`config.mk`:
```
export PLATFORM = sky130hd
export DESIGN_NAME = seq_det_ctrl
export DESIGN_NICKNAME = d
export VERILOG_FILES = /design/src/rtl/seq_det_ctrl.sv
export SDC_FILE = /design/constraint.sdc
export NUM_CORES = 1
export LEC_CHECK = 0
export BUFFER_PORTS_ARGS = -buffer_cell sky130_fd_sc_hd__buf_2
export CAP_MARGIN = 0
export CORE_ASPECT_RATIO = 1.1
export CORE_MARGIN = 5
export CORE_UTILIZATION = 61
export CTS_BUF_LIST = sky130_fd_sc_hd__clkbuf_4 sky130_fd_sc_hd__clkbuf_8 sky130_fd_sc_hd__clkbuf_16
export CTS_CLUSTER_DIAMETER = 80
export CTS_CLUSTER_SIZE = 25
export DETAILED_ROUTE_END_ITERATION = 6
export PLACE_DENSITY = 0.95
export SLEW_MARGIN = 20
export SYNTH_ARGS = -nofsm -noshare
export SYNTH_HDL_FRONTEND = slang
export SYNTH_SLANG_ARGS = --single-unit
```
`constraint.sdc`:
```
create_clock -name clk -period 7.15 [get_ports clk]
set_input_delay 0.715 -clock clk [delete_from_list [all_inputs] [get_ports clk]]
set_output_delay 0.715 -clock clk [all_outputs]
set_load 0.005 [all_outputs]
```
`src/rtl/seq_det_ctrl.sv`:
```
// rtl/seq_det_ctrl.sv - programmable serial sequence detector with match counting
// Optional run timeout enabled by defining SEQ_DET_TIMEOUT_EN.
`timescale 1ns/1ps
module seq_det_ctrl #(
  parameter int MAX_LEN = 8,
  parameter int LEN_W   = 4,
  parameter int CNT_W   = 8,
  parameter int TO_W    = 16
) (
  input  logic               clk,
  input  logic               reset,
  input  logic               cfg_we,
  input  logic [MAX_LEN-1:0] cfg_pattern,
  input  logic [LEN_W-1:0]   cfg_len,
  input  logic [CNT_W-1:0]   cfg_target,
  input  logic               cfg_overlap,
`ifdef SEQ_DET_TIMEOUT_EN
  input  logic [TO_W-1:0]    cfg_timeout,
  output logic               timeout,
`endif
  input  logic               start,
  input  logic               abort,
  input  logic               bit_valid,
  input  logic               bit_in,
  output logic               match,
  output logic [CNT_W-1:0]   match_count,
  output logic               busy,
  output logic               done,
  output logic               cfg_err
);

  typedef enum logic [1:0] {IDLE, RUN, DONE} state_t;

  localparam logic [LEN_W-1:0] MAX_LEN_L = LEN_W'(MAX_LEN);

  state_t             state;
  logic [MAX_LEN-1:0] pat_r;
  logic [LEN_W-1:0]   len_r;
  logic [CNT_W-1:0]   tgt_r;
  logic               ovl_r;
  logic [MAX_LEN-1:0] hist;
  logic [LEN_W-1:0]   fill;

  logic [MAX_LEN-1:0] hist_nxt;
  logic [MAX_LEN-1:0] mask;
  logic [LEN_W-1:0]   fill_nxt;
  logic [CNT_W-1:0]   cnt_inc;
  logic               hit;
  logic               tgt_hit;
  logic               len_ok;
  logic               start_ok;
  logic               to_hit;

`ifdef SEQ_DET_TIMEOUT_EN
  logic [TO_W-1:0]    to_r;
  logic [TO_W-1:0]    to_cnt;
  logic [TO_W-1:0]    to_inc;
`endif

  always_comb begin
    hist_nxt = {hist[MAX_LEN-2:0], bit_in};
    fill_nxt = (fill >= len_r) ? len_r : fill + 1'b1;
    mask     = '0;
    for (int i = 0; i < MAX_LEN; i++) begin
      mask[i] = (i < int'(len_r));
    end
    // Only the low len bits of history take part in the comparison.
    hit      = (fill_nxt == len_r) && (((hist_nxt ^ pat_r) & mask) == '0);
    cnt_inc  = (&match_count) ? match_count : match_count + 1'b1;
    tgt_hit  = (tgt_r != '0) && (cnt_inc == tgt_r);
    len_ok   = (cfg_len != '0) && (cfg_len <= MAX_LEN_L);
    start_ok = start && ((state != IDLE) || !cfg_err);
`ifdef SEQ_DET_TIMEOUT_EN
    to_inc   = to_cnt + 1'b1;
    to_hit   = (to_r != '0) && (to_inc == to_r) && !hit;
`else
    to_hit   = 1'b0;
`endif
  end

  always_ff @(posedge clk or posedge reset) begin
    if (reset) begin
      state       <= IDLE;
      pat_r       <= '0;
      len_r       <= LEN_W'(1);
      tgt_r       <= '0;
      ovl_r       <= 1'b0;
      hist        <= '0;
      fill        <= '0;
      match       <= 1'b0;
      match_count <= '0;
      busy        <= 1'b0;
      done        <= 1'b0;
      cfg_err     <= 1'b0;
`ifdef SEQ_DET_TIMEOUT_EN
      to_r        <= '0;
      to_cnt      <= '0;
      timeout     <= 1'b0;
`endif
    end else begin
      match <= 1'b0;
      if (abort) begin
        state <= IDLE;
        busy  <= 1'b0;
        done  <= 1'b0;
`ifdef SEQ_DET_TIMEOUT_EN
        timeout <= 1'b0;
`endif
      end else if (start_ok) begin
        state       <= RUN;
        busy        <= 1'b1;
        done        <= 1'b0;
        match_count <= '0;
        hist        <= '0;
        fill        <= '0;
`ifdef SEQ_DET_TIMEOUT_EN
        to_cnt      <= '0;
        timeout     <= 1'b0;
`endif
      end else begin
        case (state)
          IDLE: begin
            if (cfg_we) begin
              if (len_ok) begin
                pat_r   <= cfg_pattern;
                len_r   <= cfg_len;
                tgt_r   <= cfg_target;
                ovl_r   <= cfg_overlap;
`ifdef SEQ_DET_TIMEOUT_EN
                to_r    <= cfg_timeout;
`endif
                cfg_err <= 1'b0;
              end else begin
                cfg_err <= 1'b1;
              end
            end
          end
          RUN: begin
            if (bit_valid) begin
              hist <= hist_nxt;
              fill <= fill_nxt;
`ifdef SEQ_DET_TIMEOUT_EN
              to_cnt <= to_inc;
`endif
              if (hit) begin
                match       <= 1'b1;
                match_count <= cnt_inc;
`ifdef SEQ_DET_TIMEOUT_EN
                to_cnt      <= '0;
`endif
                if (!ovl_r) fill <= '0;
                if (tgt_hit) begin
                  state <= DONE;
                  busy  <= 1'b0;
                  done  <= 1'b1;
                end
              end else if (to_hit) begin
                state <= DONE;
                busy  <= 1'b0;
                done  <= 1'b1;
`ifdef SEQ_DET_TIMEOUT_EN
                timeout <= 1'b1;
`endif
              end
            end
          end
          DONE: ;
          default: begin
            state <= IDLE;
            busy  <= 1'b0;
            done  <= 1'b0;
          end
        endcase
      end
    end
  end

endmodule

```
# Word level (Yosys, flattened, before mapping)
# Index checks and enable logic that the tools add are counted.
[totals]
ff_bits = 46
latchBits = 0
ram_bits = 0
rom_bits = 0
inputBits = 28
output_inout_bits = 12
memories = 0
[classes]
addsub = 2
n_mul = 0
n_div = 0
magnitude_cmp = 10
n_eq_ne = 8
shifts = 0
mux = 38
n_bitwise = 4
reduce_logical = 21
[ops]
columns = ["operator", "n"]
rows = [
  ["two-way mux 8 bit", 5],
  ["two-way mux 4 bit", 6],
  ["two-way mux 7 bit", 3],
  ["less-than comparator 3 x 4 -> 1 bit, first input constant", 4],
  ["two-way mux 1 bit", 16],
  ["inequality test 4 bit, second input constant", 3],
  ["AND reduction 4 bit", 3],
  ["two-way mux 2 bit", 5],
  ["adder 8 x 1 -> 8 bit, second input constant", 1],
  ["bitwise AND 8 bit", 1],
  ["equality test 8 bit", 1],
  ["logical NOT 8 bit", 1],
  ["less-than comparator 1 x 4 -> 1 bit, first input constant", 2],
  ["less-than comparator 2 x 4 -> 1 bit, first input constant", 2],
  ["AND reduction 8 bit", 1],
  ["nonzero test 2 bit", 4],
  ["nonzero test 8 bit", 1],
  ["bitwise XOR 8 bit", 1],
  ["AND reduction 5 bit", 1],
  ["adder 4 x 1 -> 4 bit, second input constant", 1],
  ["equality test 4 bit", 1],
  ["greater-or-equal comparator 4 bit", 1],
  ["less-or-equal comparator 4 bit, second input constant", 1],
  ["logical AND 1 bit", 4],
  ["other kinds (12)", 14],
]

# Longest topological paths before layout
[depth]
word_depth = 10
ltp_mapped = 10

# Least setup slack after synthesis
# OpenSTA, ideal clock, no wires.
[synth_timing]
path_type = "flip-flop to flip-flop"
startpoint = "register len_r[0]"
endpoint = "register match_count[3]"
arrival_time_ns = 2.286
setup_slack_ns = 4.742
path_stages_with_launch = 10
period_less_slack_ns = 2.408
path_cell_list = "dfstp_2 > ha_1 > nand2b_1 > a21oi_1 > o21ai_2 > o221ai_1 > buf_6 > clkbuf_1 > nor3_1 > o22a_1"
[synth_via]
elab_chain_len = 6
word_cells_on_any_way = 16
classes_between = "order compare: 9; eq/ne: 1; mux: 1; bitwise: 1; reduce/logical: 4"
[synth_lines]
columns = ["element", "line", "rtl"]
rows = [
  ["start, declared", "38", "logic [LEN_W-1:0] len_r;"],
  ["start signal, assigned", "126", "len_r <= cfg_len;"],
  ["greater-or-equal comparator 4 bit, or another cell as far along", "62", "fill_nxt = (fill >= len_r) ? len_r : fill + 1'b1;"],
  ["two-way mux 4 bit or bitwise AND 8 bit (tied branches)", "62, 68", ""],
  ["equality test 4 bit or logical NOT 8 bit (tied branches)", "68", "hit = (fill_nxt == len_r) && (((hist_nxt ^ pat_r) & mask) == '0);"],
  ["logical AND 1 bit *", "68", ""],
  ["nonzero test 2 bit (no source line) *", "n/a", ""],
  ["AND reduction 4 bit (no source line) *", "n/a", ""],
  ["end signal, assigned", "147", "match_count <= cnt_inc;"],
  ["end, declared", "26", "output logic [CNT_W-1:0] match_count,"],
]
# Mark *: on every way between the ends. The rest lies on a longest branch, timed or not.
# A chain may end at the register's enable or synchronous reset.

# Worst setup path in the final report
[layout_timing]
startpoint = "register len_r[3]"
endpoint = "register match_count[5]"
# The elaborated chain is that of the path after synthesis.

==> flow_summary.html <==
<table>
<tr><th>Metric</th><th>Value</th></tr>
<tr><th colspan="2">Run status</th></tr>
<tr><td>Result of the run</td><td>finished, final reports clean</td></tr>
<tr><th colspan="2">Floorplanning</th></tr>
<tr><td>Vertical extent of the die</td><td>79.0 µm</td></tr>
<tr><td>Floorplan Core Area</td><td>4250 µm²</td></tr>
<tr><td>X dimension of the die</td><td>72.8 µm</td></tr>
<tr><td>Boundary Pins</td><td>40</td></tr>
<tr><td>Initial Utilization</td><td>62.1%</td></tr>
<tr><td>Core Rows</td><td>25</td></tr>
<tr><td>Die area</td><td>5750 µm²</td></tr>
<tr><th colspan="2">Setup path</th></tr>
<tr><td>Arrival time at the worst endpoint</td><td>2.92 ns</td></tr>
<tr><td>Maximum fanout along the worst path</td><td>21</td></tr>
<tr><td>Slowest cell on the critical path</td><td>sky130_fd_sc_hd__dfrtp_1</td></tr>
<tr><td>Required time worst endpoint</td><td>7.34 ns</td></tr>
<tr><td>Longest individual stage delay on the worst path</td><td>0.53 ns</td></tr>
<tr><td>Sum of buffers and inverters on the critical path</td><td>2</td></tr>
<tr><td>Kind of cell adding the most delay to the critical path</td><td>compound AO/OA/AOI/OAI gates</td></tr>
<tr><td>Crit start category</td><td>register</td></tr>
<tr><td>Setup CP Type</td><td>reg -&gt; reg</td></tr>
<tr><td>Critical path capture point type</td><td>register</td></tr>
<tr><td>Series of cell instances along the critical path</td><td>inv_1 -&gt; ha_1 -&gt; nand2_1 -&gt; o21ai_2 -&gt; o221ai_1 -&gt; buf_4 -&gt; o31a_4 -&gt; a221o_1</td></tr>
<tr><th colspan="2">Synthesis</th></tr>
<tr><td>Leading area contributor after synthesis</td><td>sky130_fd_sc_hd__dfrtp_1</td></tr>
<tr><td>Most area-consuming cells after synthesis</td><td>sky130_fd_sc_hd__dfrtp_1, sky130_fd_sc_hd__mux2_2, sky130_fd_sc_hd__xnor2_1</td></tr>
<tr><td>Synth Instances</td><td>261</td></tr>
<tr><td>Yosys warnings</td><td>0</td></tr>
<tr><td>Post-synthesis sequential area ratio</td><td>41.7%</td></tr>
<tr><td>Fraction of post-synthesis cell area in the top cell type by area</td><td>40.7%</td></tr>
<tr><td>Average cell area after synthesis</td><td>10.1 µm²</td></tr>
<tr><td>Post-synthesis cell type count</td><td>57</td></tr>
<tr><td>Most used DFF post-synth</td><td>sky130_fd_sc_hd__dfrtp_1</td></tr>
<tr><td>Async set-reset flop share out of synthesis</td><td>100%</td></tr>
<tr><td>Number of synthesized flops with an enable pin</td><td>0</td></tr>
<tr><td>Mapped Nets</td><td>295</td></tr>
<tr><td>Flop and latch count out of synthesis</td><td>44</td></tr>
<tr><td>Cell area after technology mapping</td><td>2640 µm²</td></tr>
<tr><th colspan="2">Power and ir drop</th></tr>
<tr><td>Worst-case vdd ir drop</td><td>0.000236 V</td></tr>
<tr><td>Power density over cell area</td><td>298 nW/µm²</td></tr>
<tr><td>Static Leakage</td><td>1.33 nW</td></tr>
<tr><th colspan="2">Placement</th></tr>
<tr><td>Number of buffers inserted by port buffering</td><td>39</td></tr>
<tr><td>Inst Count DP</td><td>343</td></tr>
<tr><td>Worst slack at placement</td><td>4.47 ns</td></tr>
<tr><td>Area after detailed placement</td><td>2840 µm²</td></tr>
<tr><td>Sum of net half-perimeters after detailed placement</td><td>4380 µm</td></tr>
<tr><td>Global placer's final weighted congestion</td><td>0.910</td></tr>
<tr><th colspan="2">Routing</th></tr>
<tr><td>DR pass1 iterations</td><td>4</td></tr>
<tr><td>Initial drt markers</td><td>159</td></tr>
<tr><td>Met3 wire length</td><td>418 µm</td></tr>
<tr><td>Routed length on met1</td><td>2540 µm</td></tr>
<tr><td>Vias/cell</td><td>6.37</td></tr>
<tr><td>Number of nets with antenna violations after routing</td><td>0</td></tr>
<tr><td>Post-detailed-routing wire length</td><td>6100 µm</td></tr>
<tr><td>Uppermost signal routing layer after detailed routing</td><td>met4</td></tr>
<tr><td>DRC errors left</td><td>0</td></tr>
<tr><td>Met2 Wirelength</td><td>3020 µm</td></tr>
<tr><td>Routed WL per cell</td><td>17.4 µm</td></tr>
<tr><td>Total number of vias</td><td>2237</td></tr>
<tr><th colspan="2">Clocking</th></tr>
<tr><td>Setup Fix Bufs, Post-CTS</td><td>0</td></tr>
<tr><td>Library cell used as clock root buffer</td><td>sky130_fd_sc_hd__clkbuf_8</td></tr>
<tr><td>Post-CTS resize count</td><td>0</td></tr>
<tr><td>Total CTS buffers</td><td>5</td></tr>
<tr><td>Later-pin clock latency in the skew report</td><td>0.31 ns</td></tr>
<tr><td>Maximum level of the CTS H-tree</td><td>2</td></tr>
<tr><td>Clock tree buffer depth</td><td>2</td></tr>
<tr><td>Clock-pin transition on the worst setup and hold timing paths</td><td>0.08 ns</td></tr>
<tr><td>Clock tree from TritonCTS</td><td>yes</td></tr>
<tr><td>Hold-fix buffers, CTS</td><td>0</td></tr>
<tr><td>Number of sinks driven by the clock tree</td><td>44</td></tr>
<tr><th colspan="2">STA</th></tr>
<tr><td>Final critical-path share of the clock period</td><td>38.1%</td></tr>
<tr><td>Worst rel slew slack</td><td>41.2%</td></tr>
<tr><td>Final number of hold-violating endpoints</td><td>0</td></tr>
<tr><td>Final setup violating endpoints</td><td>0</td></tr>
<tr><td>Fin Setup TNS</td><td>0 ns</td></tr>
<tr><td>Layout Skew</td><td>0.00559 ns</td></tr>
<tr><td>Worst-case setup margin in the final layout</td><td>4.42 ns</td></tr>
<tr><td>Pin slew with the least headroom to its limit</td><td>0.879 ns</td></tr>
<tr><td>Setup repair after global routing missed its margin</td><td>false</td></tr>
<tr><td>Clock period minus worst slack</td><td>2.73 ns</td></tr>
<tr><td>Max-slew violation total from the final report</td><td>0</td></tr>
<tr><td>Achievable frequency</td><td>0.367 GHz</td></tr>
<tr><th colspan="2">Worst hold path</th></tr>
<tr><td>Hold crit path type</td><td>in -&gt; async</td></tr>
<tr><th colspan="2">Finish</th></tr>
<tr><td>Final std cells w/o fill</td><td>351</td></tr>
<tr><td>Multi-input logic area</td><td>1430 µm²</td></tr>
<tr><td>Share of layout cells above drive strength 1</td><td>26.9%</td></tr>
<tr><td>Commonest non-fill, non-tap cell in the layout</td><td>sky130_fd_sc_hd__dfrtp_1</td></tr>
<tr><td>Layout net count</td><td>330</td></tr>
<tr><td>Footprint of the flip-flops and latches</td><td>1100 µm²</td></tr>
<tr><td>Finished Core Util</td><td>68.9%</td></tr>
<tr><td>Synth-to-layout area growth</td><td>10.8%</td></tr>
<tr><td>Filler Cell Count</td><td>312</td></tr>
<tr><td>Highest-count cells in the layout ignoring fill and taps</td><td>sky130_fd_sc_hd__dfrtp_1, sky130_fd_sc_hd__buf_2, sky130_fd_sc_hd__mux2_2</td></tr>
<tr><td>Final instance area</td><td>2930 µm²</td></tr>
<tr><td>Diodes inserted</td><td>0</td></tr>
<tr><th colspan="2">Run</th></tr>
<tr><td>Maxcap violations</td><td>0</td></tr>
<tr><th colspan="2">GRT</th></tr>
<tr><td>First-pass GRT wire length</td><td>10800 µm</td></tr>
<tr><td>Overflow after GRT</td><td>0</td></tr>
<tr><td>Total global routing track utilization</td><td>23.7%</td></tr>
<tr><td>Vias in the first global route</td><td>2212</td></tr>
<tr><td>Pin count of the biggest net entering global routing</td><td>45</td></tr>
<tr><td>Number of antenna violations at the first check in global routing</td><td>0</td></tr>
</table>
[path summary, 6_finish.rpt]
kind                                  end  startpoint  slack (ns)  cells after the start
setup / recovery           match_count[5]    len_r[3]        4.42                      8
hold / removal                   pat_r[0]       reset        0.54                      3
setup reg to reg           match_count[5]    len_r[3]        4.42                      8
hold reg to reg                   cfg_err     cfg_err        0.54                      1
max in group asynchronous  match_count[6]       reset        6.24                      3
min in group clk                  cfg_err     cfg_err        0.54                      1
[sequential cells by signal, summed over array words and instances, names as in the netlist]
name         count
state            1
ovl_r            1
pat_r            8
hist             7
len_r            4
done             1
cfg_err          1
match            1
tgt_r            8
fill             4
match_count      8
[area by class of cell]
| type | count | share of cell area, % |
|---|---|---|
| Clock buffer | 5 | 2.35 |
| Tap cell | 54 | 2.31 |
| Sequential cell | 44 | 37.6 |
| Timing Repair Buffer | 41 | 7.18 |
| Clock inverter | 3 | 0.641 |
| Multi-Input combinational cell | 195 | 48.7 |
| Inverter | 9 | 1.15 |
[where the power goes]
part | leakage (nW) | total, W | switching (W) | internal (W)
Combinational | 0.716 | 0.000321 | 0.000168 | 0.000154
Sequential | 0.566 | 0.000394 | 0.0000805 | 0.000313
Clock | 0.0479 | 0.000159 | 0.0000906 | 0.0000682
[stage by stage]
step / hold slack, ns / power, W
2_1_floorplan: 0.473 / 0.000639
3_3_place_gp: 0.486 / 0.000684
3_5_place_dp: 0.514 / 0.000712
4_1_cts: 0.535 / 0.000869
5_1_grt: 0.564 / 0.000933
6_report: 0.536 / 0.000874
[cells by family (layout without fill, tap and decap cells)]
group	after synthesis	count (layout)	share of synthesized area, %
DFF	44	44	41.7
muxes	24	24	10.1
adders and majority gates	6	6	2.84
xor gates and xnor gates	20	20	6.63
and+or+nand+nor	85	85	17.5
AOI/OAI and AO/OA	60	60	16.9
buffers and inverters	22	58	4.31
[layer usage]
layer	up-vias	GRT usage, %
li1	1036	-
met1	1092	32.7
met2	95	37.1
met3	14	4.94
met4	0	7.93
met5	-	0
[Yosys cell counts, types with 2 or more instances]
| cell type | count |
|---|---|
| sky130_fd_sc_hd__a211o_1 | 2 |
| sky130_fd_sc_hd__a21oi_1 | 10 |
| sky130_fd_sc_hd__a22o_1 | 7 |
| sky130_fd_sc_hd__and3_1 | 4 |
| sky130_fd_sc_hd__and4_1 | 2 |
| sky130_fd_sc_hd__buf_4 | 2 |
| sky130_fd_sc_hd__buf_6 | 3 |
| sky130_fd_sc_hd__clkbuf_1 | 7 |
| sky130_fd_sc_hd__dfrtp_1 | 43 |
| sky130_fd_sc_hd__ha_1 | 6 |
| sky130_fd_sc_hd__inv_1 | 9 |
| sky130_fd_sc_hd__mux2_2 | 21 |
| sky130_fd_sc_hd__mux2i_1 | 3 |
| sky130_fd_sc_hd__nand2_1 | 13 |
| sky130_fd_sc_hd__nand2b_1 | 4 |
| sky130_fd_sc_hd__nand3_1 | 10 |
| sky130_fd_sc_hd__nand3b_1 | 3 |
| sky130_fd_sc_hd__nand4_1 | 4 |
| sky130_fd_sc_hd__nor2_1 | 13 |
| sky130_fd_sc_hd__nor2_2 | 3 |
| sky130_fd_sc_hd__nor3_1 | 15 |
| sky130_fd_sc_hd__nor4_1 | 6 |
| sky130_fd_sc_hd__o211ai_1 | 3 |
| sky130_fd_sc_hd__o21a_1 | 2 |
| sky130_fd_sc_hd__o21ai_0 | 8 |
| sky130_fd_sc_hd__o21ai_1 | 3 |
| sky130_fd_sc_hd__o21ai_2 | 2 |
| sky130_fd_sc_hd__o22a_1 | 5 |
| sky130_fd_sc_hd__o22ai_1 | 2 |
| sky130_fd_sc_hd__xnor2_1 | 11 |
| sky130_fd_sc_hd__xor2_1 | 9 |
[tightest hold or removal path, delay by kind of cell]
| family | cells | cell delay (ns) |
|---|---|---|
| buf+inv | 3 | 0.59 |
Note: power is estimated with default switching activity, not from simulation.
